### src/rtl/video_dram_resp_pkg.sv
// Shared definitions for the video DRAM responder: the DRAM cycle owner encoding
// and the default bus widths.
package video_dram_resp_pkg;

    localparam int ADDR_W_DEF = 21;
    localparam int DATA_W_DEF = 16;
    localparam int CYC_W      = 3;

    typedef enum logic [1:0] {
        OWN_IDLE = 2'd0,
        OWN_VID  = 2'd1,
        OWN_CPU  = 2'd2
    } owner_e;

endpackage

### src/rtl/video_dram_resp_if.sv
// Video fetcher, CPU channel and DRAM controller signals around the responder.
// The master drives the requests; the slave is the responder itself.
interface video_dram_resp_if
    import video_dram_resp_pkg::*;
#(
    parameter int ADDR_W = ADDR_W_DEF,
    parameter int DATA_W = DATA_W_DEF
) ();

    logic              cend;
    logic              fetch_start;
    logic              line_start;
    logic [ADDR_W-1:0] video_base;
    logic              video_bw;
    logic              video_go;
    logic [DATA_W-1:0] video_data;
    logic              video_strobe;

    logic              cpu_req;
    logic              cpu_rnw;
    logic [ADDR_W-1:0] cpu_addr;
    logic [DATA_W-1:0] cpu_wrdata;
    logic [DATA_W-1:0] cpu_rddata;
    logic              cpu_strobe;

    logic              dram_req;
    logic              dram_rnw;
    logic [ADDR_W-1:0] dram_addr;
    logic [DATA_W-1:0] dram_wrdata;
    logic [DATA_W-1:0] dram_rddata;

    modport master (
        output cend, fetch_start, line_start, video_base, video_bw, video_go,
        output cpu_req, cpu_rnw, cpu_addr, cpu_wrdata, dram_rddata,
        input  video_data, video_strobe, cpu_rddata, cpu_strobe,
        input  dram_req, dram_rnw, dram_addr, dram_wrdata
    );

    modport slave (
        input  cend, fetch_start, line_start, video_base, video_bw, video_go,
        input  cpu_req, cpu_rnw, cpu_addr, cpu_wrdata, dram_rddata,
        output video_data, video_strobe, cpu_rddata, cpu_strobe,
        output dram_req, dram_rnw, dram_addr, dram_wrdata
    );

endinterface

### src/rtl/video_dram_resp_slot_sched.sv
// DRAM cycle index counter and video slot decode. is_vslot_o refers to the cycle
// that starts at the current cend.
module video_slot_sched
    import video_dram_resp_pkg::*;
(
    input  logic clk,
    input  logic rst,
    input  logic cend_i,
    input  logic fetch_start_i,
    input  logic video_bw_i,
    output logic is_vslot_o
);

    logic [CYC_W-1:0] cyc_q, cyc_d, nxt_cyc;

    always_comb begin
        nxt_cyc    = fetch_start_i ? '0 : cyc_q + CYC_W'(1);
        cyc_d      = cend_i ? nxt_cyc : cyc_q;
        is_vslot_o = video_bw_i ? (nxt_cyc[1:0] == 2'b00) : (nxt_cyc == '0);
    end

    // NOTE: clocked state uses non-blocking assignments so every register samples
    // pre-edge values regardless of process ordering.
    always_ff @(posedge clk or posedge rst) begin
        if (rst) cyc_q <= '0;
        else     cyc_q <= cyc_d;
    end

endmodule

### src/rtl/video_dram_resp.sv
// DRAM-side responder: decides each DRAM cycle's owner (video, CPU or idle) at cend,
// drives the registered DRAM request and routes the returned word to the owner.
module video_dram_resp
    import video_dram_resp_pkg::*;
#(
    parameter int ADDR_W = ADDR_W_DEF,
    parameter int DATA_W = DATA_W_DEF
) (
    input  logic              clk,
    input  logic              rst,
    video_dram_resp_if.slave  bus
);

    owner_e            owner_q, owner_d;
    logic              is_vslot;
    logic [ADDR_W-1:0] vaddr_q, vaddr_d, vid_addr;
    logic              dram_req_q, dram_req_d;
    logic              dram_rnw_q, dram_rnw_d;
    logic [ADDR_W-1:0] dram_addr_q, dram_addr_d;
    logic [DATA_W-1:0] dram_wrdata_q, dram_wrdata_d;

    video_slot_sched u_sched (
        .clk           (clk),
        .rst           (rst),
        .cend_i        (bus.cend),
        .fetch_start_i (bus.fetch_start),
        .video_bw_i    (bus.video_bw),
        .is_vslot_o    (is_vslot)
    );

    // line_start replaces the running address, and a same-cend grant fetches from it.
    assign vid_addr = bus.line_start ? bus.video_base : vaddr_q;

    always_comb begin
        // NOTE: every signal gets its hold value first, so no path leaves one
        // unassigned and no latch is inferred.
        owner_d       = owner_q;
        vaddr_d       = vaddr_q;
        dram_req_d    = dram_req_q;
        dram_rnw_d    = dram_rnw_q;
        dram_addr_d   = dram_addr_q;
        dram_wrdata_d = dram_wrdata_q;
        if (bus.cend) begin
            vaddr_d = vid_addr;
            if (is_vslot && bus.video_go)                owner_d = OWN_VID;
            else if (bus.cpu_req && owner_q != OWN_CPU)  owner_d = OWN_CPU;
            else                                         owner_d = OWN_IDLE;
            dram_req_d = (owner_d != OWN_IDLE);
            case (owner_d)
                OWN_VID: begin
                    dram_addr_d = vid_addr;
                    dram_rnw_d  = 1'b1;
                    vaddr_d     = vid_addr + ADDR_W'(1);
                end
                OWN_CPU: begin
                    dram_addr_d   = bus.cpu_addr;
                    dram_rnw_d    = bus.cpu_rnw;
                    dram_wrdata_d = bus.cpu_wrdata;
                end
                default: ;
            endcase
        end
    end

    always_ff @(posedge clk or posedge rst) begin
        if (rst) begin
            owner_q       <= OWN_IDLE;
            vaddr_q       <= '0;
            dram_req_q    <= 1'b0;
            dram_rnw_q    <= 1'b0;
            dram_addr_q   <= '0;
            dram_wrdata_q <= '0;
        end else begin
            owner_q       <= owner_d;
            vaddr_q       <= vaddr_d;
            dram_req_q    <= dram_req_d;
            dram_rnw_q    <= dram_rnw_d;
            dram_addr_q   <= dram_addr_d;
            dram_wrdata_q <= dram_wrdata_d;
        end
    end

    assign bus.dram_req     = dram_req_q;
    assign bus.dram_rnw     = dram_rnw_q;
    assign bus.dram_addr    = dram_addr_q;
    assign bus.dram_wrdata  = dram_wrdata_q;

    assign bus.video_strobe = bus.cend && (owner_q == OWN_VID);
    assign bus.video_data   = bus.dram_rddata;
    assign bus.cpu_strobe   = bus.cend && (owner_q == OWN_CPU);
    assign bus.cpu_rddata   = bus.dram_rddata;

endmodule
### src/flat_wrapper.sv
// flat-port wrapper written by rule: the top's interface ports become plain ports
module video_dram_resp_flat import video_dram_resp_pkg::*;
#(
    parameter int ADDR_W = ADDR_W_DEF,
    parameter int DATA_W = DATA_W_DEF
)
  (clk, rst, bus_cend, bus_fetch_start, bus_line_start, bus_video_base, bus_video_bw, bus_video_go, bus_cpu_req, bus_cpu_rnw, bus_cpu_addr, bus_cpu_wrdata, bus_dram_rddata, bus_video_data, bus_video_strobe, bus_cpu_rddata, bus_cpu_strobe, bus_dram_req, bus_dram_rnw, bus_dram_addr, bus_dram_wrdata);
  video_dram_resp_if #(.ADDR_W(ADDR_W), .DATA_W(DATA_W)) bus_i ();
  input  logic clk;
  input  logic rst;
  input wire logic [$bits(bus_i.cend)-1:0] bus_cend;
  input wire logic [$bits(bus_i.fetch_start)-1:0] bus_fetch_start;
  input wire logic [$bits(bus_i.line_start)-1:0] bus_line_start;
  input wire logic [$bits(bus_i.video_base)-1:0] bus_video_base;
  input wire logic [$bits(bus_i.video_bw)-1:0] bus_video_bw;
  input wire logic [$bits(bus_i.video_go)-1:0] bus_video_go;
  input wire logic [$bits(bus_i.cpu_req)-1:0] bus_cpu_req;
  input wire logic [$bits(bus_i.cpu_rnw)-1:0] bus_cpu_rnw;
  input wire logic [$bits(bus_i.cpu_addr)-1:0] bus_cpu_addr;
  input wire logic [$bits(bus_i.cpu_wrdata)-1:0] bus_cpu_wrdata;
  input wire logic [$bits(bus_i.dram_rddata)-1:0] bus_dram_rddata;
  output wire logic [$bits(bus_i.video_data)-1:0] bus_video_data;
  output wire logic [$bits(bus_i.video_strobe)-1:0] bus_video_strobe;
  output wire logic [$bits(bus_i.cpu_rddata)-1:0] bus_cpu_rddata;
  output wire logic [$bits(bus_i.cpu_strobe)-1:0] bus_cpu_strobe;
  output wire logic [$bits(bus_i.dram_req)-1:0] bus_dram_req;
  output wire logic [$bits(bus_i.dram_rnw)-1:0] bus_dram_rnw;
  output wire logic [$bits(bus_i.dram_addr)-1:0] bus_dram_addr;
  output wire logic [$bits(bus_i.dram_wrdata)-1:0] bus_dram_wrdata;
  assign bus_i.cend = bus_cend;
  assign bus_i.fetch_start = bus_fetch_start;
  assign bus_i.line_start = bus_line_start;
  assign bus_i.video_base = bus_video_base;
  assign bus_i.video_bw = bus_video_bw;
  assign bus_i.video_go = bus_video_go;
  assign bus_i.cpu_req = bus_cpu_req;
  assign bus_i.cpu_rnw = bus_cpu_rnw;
  assign bus_i.cpu_addr = bus_cpu_addr;
  assign bus_i.cpu_wrdata = bus_cpu_wrdata;
  assign bus_i.dram_rddata = bus_dram_rddata;
  assign bus_video_data = bus_i.video_data;
  assign bus_video_strobe = bus_i.video_strobe;
  assign bus_cpu_rddata = bus_i.cpu_rddata;
  assign bus_cpu_strobe = bus_i.cpu_strobe;
  assign bus_dram_req = bus_i.dram_req;
  assign bus_dram_rnw = bus_i.dram_rnw;
  assign bus_dram_addr = bus_i.dram_addr;
  assign bus_dram_wrdata = bus_i.dram_wrdata;
  video_dram_resp #(.ADDR_W(ADDR_W), .DATA_W(DATA_W)) u_core (.clk(clk), .rst(rst), .bus(bus_i));
endmodule
### config.mk
export PLATFORM = sky130hd
export DESIGN_NAME = video_dram_resp_flat
export DESIGN_NICKNAME = d
export VERILOG_FILES = /design/src/rtl/video_dram_resp_pkg.sv /design/src/rtl/video_dram_resp_if.sv /design/src/rtl/video_dram_resp_slot_sched.sv /design/src/rtl/video_dram_resp.sv /design/src/flat_wrapper.sv
export SDC_FILE = /design/constraint.sdc
export NUM_CORES = 1
export LEC_CHECK = 0
export ABC_AREA = 1
export BUFFER_PORTS_ARGS = -buffer_cell sky130_fd_sc_hd__buf_2
export CORE_MARGIN = 2
export CORE_UTILIZATION = 45
export DETAILED_ROUTE_END_ITERATION = 6
export PLACE_DENSITY = 0.74
export SKIP_CTS_REPAIR_TIMING = 1
export SLEW_MARGIN = 20
export SYNTH_ARGS = -nofsm -noshare
export SYNTH_HDL_FRONTEND = slang
export SYNTH_SLANG_ARGS = --single-unit
export TNS_END_PERCENT = 30
### constraint.sdc
create_clock -name clk -period 1.97 [get_ports clk]
set_clock_uncertainty 0.15 [all_clocks]
set_input_delay 0.394 -clock clk [delete_from_list [all_inputs] [get_ports clk]]
set_output_delay 0.394 -clock clk [all_outputs]
set_load 0.01 [all_outputs]
# After elaboration in Yosys (flattened, before gate mapping)
# Cells that the tools add are included.
word_totals:
  reg_bits: 65
  input_bits: 83
  output_inout_bits: 73
  word_cells: 33
op_classes:
  add_sub_neg: 2
  eq_ne: 5
  n_mux: 9
  n_reduce_logical: 10
ops:
  columns: ["operator", "count"]
  rows:
  - ["2-to-1 mux 21 bit", 2]
  - ["one-hot mux 21 bit (2 select lines)", 1]
  - ["adder 21 x 1 -> 21 bit, second input constant", 1]
  - ["2-to-1 mux 2 bit", 3]
  - ["== test 2 x 1 -> 1 bit, second input constant", 2]
  - ["== test 2 bit, second input constant", 2]
  - ["logical AND 1 bit", 4]
  - ["AND reduction 2 bit", 2]
  - ["nonzero test 2 bit", 2]
  - ["adder 3 x 1 -> 3 bit, second input constant", 1]
  - ["logical NOT 3 bit", 1]
  - ["2-to-1 mux 3 bit", 1]
  - ["logical NOT 2 bit", 1]
  - ["!= test 2 bit, second input constant", 1]
  - ["one-hot mux 1 bit (2 select lines)", 1]
  - ["2-to-1 mux 1 bit", 1]

# Longest topological paths before layout
# Gate-level depths: netlist of the first run.
depth:
  depth_word: 10
  ltp_mapped: 13
  ltp_nobuf: 12

# Modules after synthesis
# From an unflattened synthesis of the first run, not the netlist that was laid out.
hier_totals:
  cells_unflattened: 542
  hier_area_um2: 3952.5
modules_own_cells:
  columns: ["module", "instances", "cells_each", "area_per_inst_um2"]
  rows:
  - ["video_dram_resp", 1, 519, 3779.9]
  - ["video_slot_sched", 1, 23, 172.7]

# Least setup slack after synthesis of the first run
# Ideal clock, no wire load.
synth_timing:
  path_type: "register to register"
  from: "register u_core.u_sched.cyc_q[0]"
  to: "register u_core.dram_addr_q[9], in the netlist u_core.bus.dram_addr[9]"
  setup_ns: 0.126
  arrival_ns: 1.638
  required_ns: 1.694
  path_slack_ns: 0.056
  stages_incl_launch_ff: 12
  n_path_buf: 2
  synth_period_minus_slack_ns: 1.914
  cell_sequence: "dfrtp_1 ha_1 inv_1 nor2_1 nor2_1 nand2_1 buf_4 a21oi_4 inv_2 buf_2 nand2_1 o21ai_0"
synth_between:
  elab_chain_cells: 10
  word_cells_on_any_way: 13
  classes_between: "add/sub (1); eq/ne (2); mux (5); reduce/logical (5)"
synth_lines:
  columns: ["item", "line", "source"]
  rows:
  - ["from (decl)", "video_dram_resp_slot_sched.sv:14", "logic [CYC_W-1:0] cyc_q, cyc_d, nxt_cyc;"]
  - ["from (signal assigned)", "video_dram_resp_slot_sched.sv:26", "else cyc_q <= cyc_d;"]
  - ["adder 3 x 1 -> 3 bit *", "video_dram_resp_slot_sched.sv:17", "nxt_cyc = fetch_start_i ? '0 : cyc_q + CYC_W'(1);"]
  - ["2-to-1 mux 3 bit *", "video_dram_resp_slot_sched.sv:17", null]
  - ["logical NOT 3 bit or logical NOT 2 bit (tied branches)", "video_dram_resp_slot_sched.sv:19", "is_vslot_o = video_bw_i ? (nxt_cyc[1:0] == 2'b00) : (nxt_cyc == '0);"]
  - ["2-to-1 mux 1 bit *", "video_dram_resp_slot_sched.sv:19", null]
  - ["logical AND 1 bit *", "video_dram_resp.sv:45", "if (is_vslot && bus.video_go) owner_d = OWN_VID;"]
  - ["2-to-1 mux 2 bit *", "video_dram_resp.sv:45", null]
  - ["2-to-1 mux 2 bit *", "video_dram_resp.sv:43", "if (bus.cend) begin"]
  - ["== test 2 x 1 -> 1 bit or == test 2 bit (tied branches)", "video_dram_resp.sv:49", "case (owner_d)"]
  - ["nonzero test 2 bit (no line)", null, null]
  - ["AND reduction 2 bit (no line)", null, null]
  - ["to (signal assigned)", "video_dram_resp.sv:78", "dram_addr_q <= dram_addr_d;"]
  - ["to (decl)", "video_dram_resp.sv:19", "logic [ADDR_W-1:0] dram_addr_q, dram_addr_d;"]
# Every way passes the cells marked *; elsewhere a longest branch is shown, timed or not. The select of a mux whose other input is x is not followed.
# A chain may end at the register's enable or synchronous reset.

# Worst setup path after layout of the first run
layout_timing:
  from: "register u_core.u_sched.cyc_q[1]"
  to: "register u_core.vaddr_q[18]"
layout_between:
  elab_chain_cells: 9
  word_cells_on_any_way: 10
  classes_between: "add/sub (1); eq/ne (1); mux (5); reduce/logical (3)"
layout_lines:
  columns: ["item", "line", "source"]
  rows:
  - ["adder 3 x 1 -> 3 bit *", "video_dram_resp_slot_sched.sv:17", null]
  - ["2-to-1 mux 3 bit *", "video_dram_resp_slot_sched.sv:17", null]
  - ["logical NOT 3 bit or logical NOT 2 bit (tied branches)", "video_dram_resp_slot_sched.sv:19", null]
  - ["2-to-1 mux 1 bit *", "video_dram_resp_slot_sched.sv:19", null]
  - ["logical AND 1 bit *", "video_dram_resp.sv:45", null]
  - ["2-to-1 mux 2 bit *", "video_dram_resp.sv:45", null]
  - ["2-to-1 mux 2 bit *", "video_dram_resp.sv:43", null]
  - ["== test 2 x 1 -> 1 bit *", "video_dram_resp.sv:49", null]
  - ["2-to-1 mux 21 bit *", "video_dram_resp.sv:49", null]
  - ["to (signal assigned)", "video_dram_resp.sv:75", "vaddr_q <= vaddr_d;"]
  - ["to (decl)", "video_dram_resp.sv:16", "logic [ADDR_W-1:0] vaddr_q, vaddr_d, vid_addr;"]
# Marks and branches as above.

==> impl_metrics.yaml, run 1 <==
place:
  placed_cells: 767
  place_hpwl_microns: 8100
  port_buffers: 107
  place.gp.congestion: 0.886
  pre_cts_slack_ns: -0.124
timing:
  fin_crit_sh_pct: 101
  rsz0062_at_grt: "true"
  max_freq_ghz: 0.504
  slew_violations: 0
  worst_pin_slew_ns: 0.520
  slew_headroom_pct: 65.3
  postLayoutSetupSlackWorst_ns: -0.0128
  finalHoldViolations: 0
  min_period_ns: 1.98
  finalSetupViolCount: 3
critical_path:
  crit_type: "reg -> reg"
  crit_required_ns: 2.08
  reg2reg_from: "u_core.u_sched.cyc_q[1]"
  crit_top_cell: "nand2_1"
  rr_endpoint: "u_core.vaddr_q[18]"
  crit_chain: "ha_1 > inv_1 > nor2_2 > nor2_2 > nand2_2 > buf_12 > clkinvlp_4 > buf_4 > nand4_1 > nand2_1 > nand2_1 > nand2_1 > nand2_1"
  slowest_stage: "dfrtp_1"
  setup.worst_path.start: "u_core.u_sched.cyc_q[1]"
  setup.worst_path.start_class: "register"
  critPathArrivalTime_ns: 2.09
  reg2reg_depth: 13
  cp_slowest_stage_delay_ns: 0.40
  end_kind: "register"
  crit_path_max_fanout: 6
  ff2ff_setup_slack_ns: -0.01
route:
  vias: 4018
  drtIter0Drc: 220
  firstDrtPassIters: 5
  wirelength_microns: 11200
  detail-route-antenna-nets: 0
  vias_per_cell: 5.07
  wl_per_cell_microns: 14.2
  drcViolationCount: 0
die:
  die_h_microns: 97.8
  die_w_microns: 97.8
  core-area_sq_um: 8640
  initial_core_util_pct: 45.9
  die_area_sq_um: 9570
  boundaryPins: 156
  num_rows: 34
global_route:
  grt-ovfl-total: 0
  grt_pass1_vias: 3811
  grt_max_degree: 45
  grt_use_total_pct: 23.2
  antenna_found_initial: 0
  grt_pass1_wl_microns: 18100
final_layout:
  areaGrowthSynthToFinish_pct: 30.4
  fin_util_pct: 59.8
  finalNonFillerCells: 792
  drive_gt1_share_pct: 33.9
  antenna_cells: 0
  finalNetCount: 764
yosys:
  synth_enable_flop_cells: 0
  synth_cell_type_count: 31
  synth-seq-cells: 65
  synth-async-reset-ratio_pct: 100
  yosysTopAreaCellShare_pct: 41.1
  ys_warn_count: 0
  synth_most_common_cell: "nand2_1"
  ys_top_cells_by_count: "nand2_1, dfrtp_1, nor2_1"
  synth_area_per_cell_sq_um: 7.17
  synth_area_sq_um: 3960
  yosys-top-cells-area: "dfrtp_1, nand2_1, buf_4"
  synth_nets: 637
  yosys.area.top_type: "dfrtp_1"
  synthCells: 552
  seq_area_frac_synth_pct: 41.1
  ys.flop_type: "dfrtp_1"
clock_network:
  cts_tree: "yes"
  clock_latency_ns: 0.36
  cts_buffer_depth: 2
  cts_max_level: 3
  clkSlewWorstSetupHoldPaths_ns: 0.08
  cts.sinks: 65
  root_buffer: "clkbuf_8"
  cts_buffers: 9
status:
  status: "complete, but fails checks"
  violations: "setup timing"
power_and_ir_drop:
  power.density_nw_per_um2: 872
  peakVddDrop_mv: 0.307
  p_leak_nw: 2.72
hold_path:
  hp-start: "bus_cpu_wrdata[11]"
  holdPathStages: 3
  whs_endpoint: "u_core.bus.dram_wrdata[11]"
  min_path_type: "in -> reg"
run:
  cap_viol_max_count: 0
==> worst max-delay path: cells and delay by family, from the launching register on <==
kind / cells / cell delay, ns
AND/OR/NAND/NOR: 8 / 0.56
buffers and inverters: 4 / 0.48
flip-flops: 1 / 0.40
adder cells (fa/ha/maj): 1 / 0.31
==> cell type report <==
type                       count  area, sq um
tap                          108          135
fill                         787         3470
sequential                    65         1630
timing repair buffer         171         1140
multi-input combinational    388         1870
clock buffer                  11          141
clock inverter                 5         78.8
inverter                      44          175
==> cells by family after synthesis <==
family | share of synthesized area (%)
AO/OA/AOI/OAI | 9.95
XOR/XNOR | 0.442
adder cells (fa/ha/maj) | 0.632
buffers and inverters | 13.5
flip-flops | 41.1
AND/OR/NAND/NOR | 34.4
==> registers in the layout, summed over array words and instances (netlist names) <==
name / cells
u_core.owner_q: 2
u_core.bus.dram_req: 1
u_core.bus.dram_addr: 21
u_core.bus.dram_rnw: 1
u_core.u_sched.cyc_q: 3
u_core.bus.dram_wrdata: 16
u_core.vaddr_q: 21
==> cell usage in the layout, fill, tap and decap left out, types with 2 or more instances in the layout <==
cell type   instances
nand4_1            11
inv_1              38
a21oi_1             2
nand2_1           185
nand3_1            39
bufinv_16           2
buf_2             107
nand2_2            13
o21bai_1            3
o21ai_2             5
buf_6               4
buf_12              5
a31oi_1             6
nor2_1             41
clkbuf_8           10
dfrtp_1            65
nor3_1              3
ha_1                2
clkbuf_16           2
o21ai_1            30
o22ai_1             3
nor2_2              8
inv_2               3
nor2_4              4
clkinv_2            2
clkinvlp_4          2
nand3_2             5
o21ai_0            19
buf_4              51
==> layer usage <==
layer | vias up | part of all wire [%] | track usage, %
met5 | - | 0 | 0
met2 | 120 | 48 | 37.0
met4 | 0 | 1.4 | 6.84
li1 | 1981 | - | -
met1 | 1900 | 45 | 32.1
met3 | 17 | 6.0 | 5.15
==> how the worst max path moves through the flow <==
stage                                    end  cells after the start  slack (ns)
floorplan            u_core.bus.dram_addr[9]                     11        0.06
CTS                 u_core.bus.dram_addr[18]                     10       -0.08
finish                    u_core.vaddr_q[18]                     13       -0.01
global placement          u_core.vaddr_q[18]                     12       -0.09
global route              u_core.vaddr_q[17]                     13       -0.16
detailed placement        u_core.vaddr_q[16]                     11       -0.12
==> power breakdown <==
group          switching [mW]  internal, mW  leakage, nW
sequential              0.155          1.62        0.802
combinational           0.807         0.627         1.81
clock                   0.551         0.745        0.113
==> stage by stage <==
step	instance area (sq um)	power, mW	hold slack, ns	TNS (ns)
2_1_floorplan	3960	2.56	0.294	0
3_3_place_gp	4730	3.06	0.299	-0.382
3_5_place_dp	4730	3.11	0.304	-1.27
4_1_cts	4950	4.40	-0.0743	-1.06
5_1_grt	5160	4.77	0.124	-4.02
6_report	5160	4.51	0.120	-0.0230
Note: power is estimated with default switching activity, not from simulation.
==> run 2, diff against run 1 <==
==> constraint.sdc (replaced) <==
create_clock -name clk -period 1.7 [get_ports clk]
set_clock_uncertainty 0.15 [all_clocks]
set_input_delay 0.34 -clock clk [delete_from_list [all_inputs] [get_ports clk]]
set_output_delay 0.34 -clock clk [all_outputs]
set_load 0.01 [all_outputs]
==> impl_metrics.yaml, run 2 (same netlist as run 1, synthesis figures left out) <==
die:
  boundaryPins: 156
  initial_core_util_pct: 45.9
  die_h_microns: 97.8
  num_rows: 34
  die_area_sq_um: 9570
  core-area_sq_um: 8640
  die_w_microns: 97.8
final_layout:
  antenna_cells: 0
  fin_area_sq_um: 5340
  n_fill_cell: 769
  finalNetCount: 783
  register_area_sq_um: 1630
  multiInputGateArea_sq_um: 1900
  drive_gt1_share_pct: 36.0
  mostFrequentLayoutCells: "nand2_1, buf_2, buf_4"
  final_common_cell: "nand2_1"
  areaGrowthSynthToFinish_pct: 34.9
clock_network:
  clkSlewWorstSetupHoldPaths_ns: 0.07
  cts_tree: "yes"
  root_buffer: "clkbuf_8"
  cts_buffers: 9
  cts.sinks: 65
  cts_max_level: 3
  cts_buffer_depth: 2
  clock_latency_ns: 0.34
critical_path:
  end_kind: "register"
  critPathArrivalTime_ns: 2.16
  reg2reg_depth: 11
  cp_slowest_stage_delay_ns: 0.38
  crit_type: "reg -> reg"
  crit_path_max_fanout: 7
  crit_required_ns: 1.78
  setup.worst_path.start_class: "register"
  slowest_stage: "dfrtp_1"
  crit_chain: "ha_1 > inv_1 > nor2_2 > nor2_2 > nand2_2 > buf_12 > a21oi_4 > buf_6 > buf_12 > buf_6 > a31oi_4"
route:
  drtIter0Drc: 362
  detail-route-antenna-nets: 0
  vias: 4191
  wl_per_cell_microns: 14.1
  wirelength_microns: 11400
  firstDrtPassIters: 5
  drcViolationCount: 0
  vias_per_cell: 5.17
timing:
  rsz0062_at_grt: "true"
  min_period_ns: 2.09
  fin_crit_sh_pct: 123
  finalSetupViolCount: 61
  postLayoutSetupSlackWorst_ns: -0.389
  slew_headroom_pct: 65.5
  worst_pin_slew_ns: 0.516
  slew_violations: 0
  whs_ns: 0.0650
  finalHoldViolations: 0
  max_freq_ghz: 0.479
global_route:
  grt_pass1_vias: 3844
  grt_max_degree: 27
  grt-ovfl-total: 0
  antenna_found_initial: 0
  grt_pass1_wl_microns: 18300
  grt_use_total_pct: 23.3
hold_path:
  min_path_type: "in -> reg"
  holdPathStages: 3
place:
  pre_cts_slack_ns: -0.352
  port_buffers: 107
  place_area_sq_um: 4870
  place.gp.congestion: 0.905
  place_hpwl_microns: 8390
power_and_ir_drop:
  peakVddDrop_mv: 0.422
  finalPower_mw: 5.32
  p_leak_nw: 2.83
  power.density_nw_per_um2: 996
status:
  violations: "setup timing"
  status: "complete, but fails checks"
run:
  cap_viol_max_count: 0
## run 2: stage by stage
| step | std cells | setup TNS [ns] | utilization (%) |
|---|---|---|---|
| after floorplan | 552 | -5.83 | - |
| after global placement | 783 | -12.50 | 56.4 |
| after detailed placement | 783 | -15.26 | 56.4 |
| after CTS | 798 | -15.30 | 59.1 |
| after global routing | 810 | -23.86 | 61.9 |
| final | 810 | -15.44 | 61.9 |
## run 2: final timing paths
check | start | endpoint | slack (ns)
max reg2reg | u_core.u_sched.cyc_q[1] | u_core.bus.dram_addr[12] | -0.39
min reg2reg | u_core.bus.dram_wrdata[11] | u_core.bus.dram_wrdata[11] | 0.32
min in group asynchronous | rst | u_core.bus.dram_addr[0] | 0.43
max in group asynchronous | rst | u_core.vaddr_q[5] | 0.46
min | bus_cpu_rnw | u_core.bus.dram_rnw | 0.07
max | u_core.u_sched.cyc_q[1] | u_core.bus.dram_addr[12] | -0.39
## run 2: layer usage
metal | global-route usage, % | vias up | routed length, microns
met2 | 36.5 | 148 | 5400
li1 | - | 2024 | -
met1 | 32.7 | 1984 | 5100
met3 | 4.29 | 35 | 647
met5 | 0 | - | 0
met4 | 8.33 | 0 | 299
## run 2: cell type report
cell class / count / area share (%)
clock buffers: 13 / 3.16
well taps: 108 / 2.53
clock inverters: 2 / 1.12
inverters: 44 / 3.37
flip-flops and latches: 65 / 30.5
repair buffers: 190 / 23.9
multi-input cells: 388 / 35.5
## run 2: power breakdown
part / leakage (nW) / switching (mW) / internal (mW)
Clock: 0.116 / 0.600 / 0.940
Sequential: 0.802 / 0.182 / 1.88
Combinational: 1.91 / 0.956 / 0.762
Total: 2.83 / 1.74 / 3.58
## run 2: worst max-delay path: cells and delay by family, from the launching register on
kind            cells  cell delay, ns
compound gates      2            0.32
fa+ha+maj           1            0.29
buf+inv             5            0.57
flops               1            0.38
simple gates        3            0.25
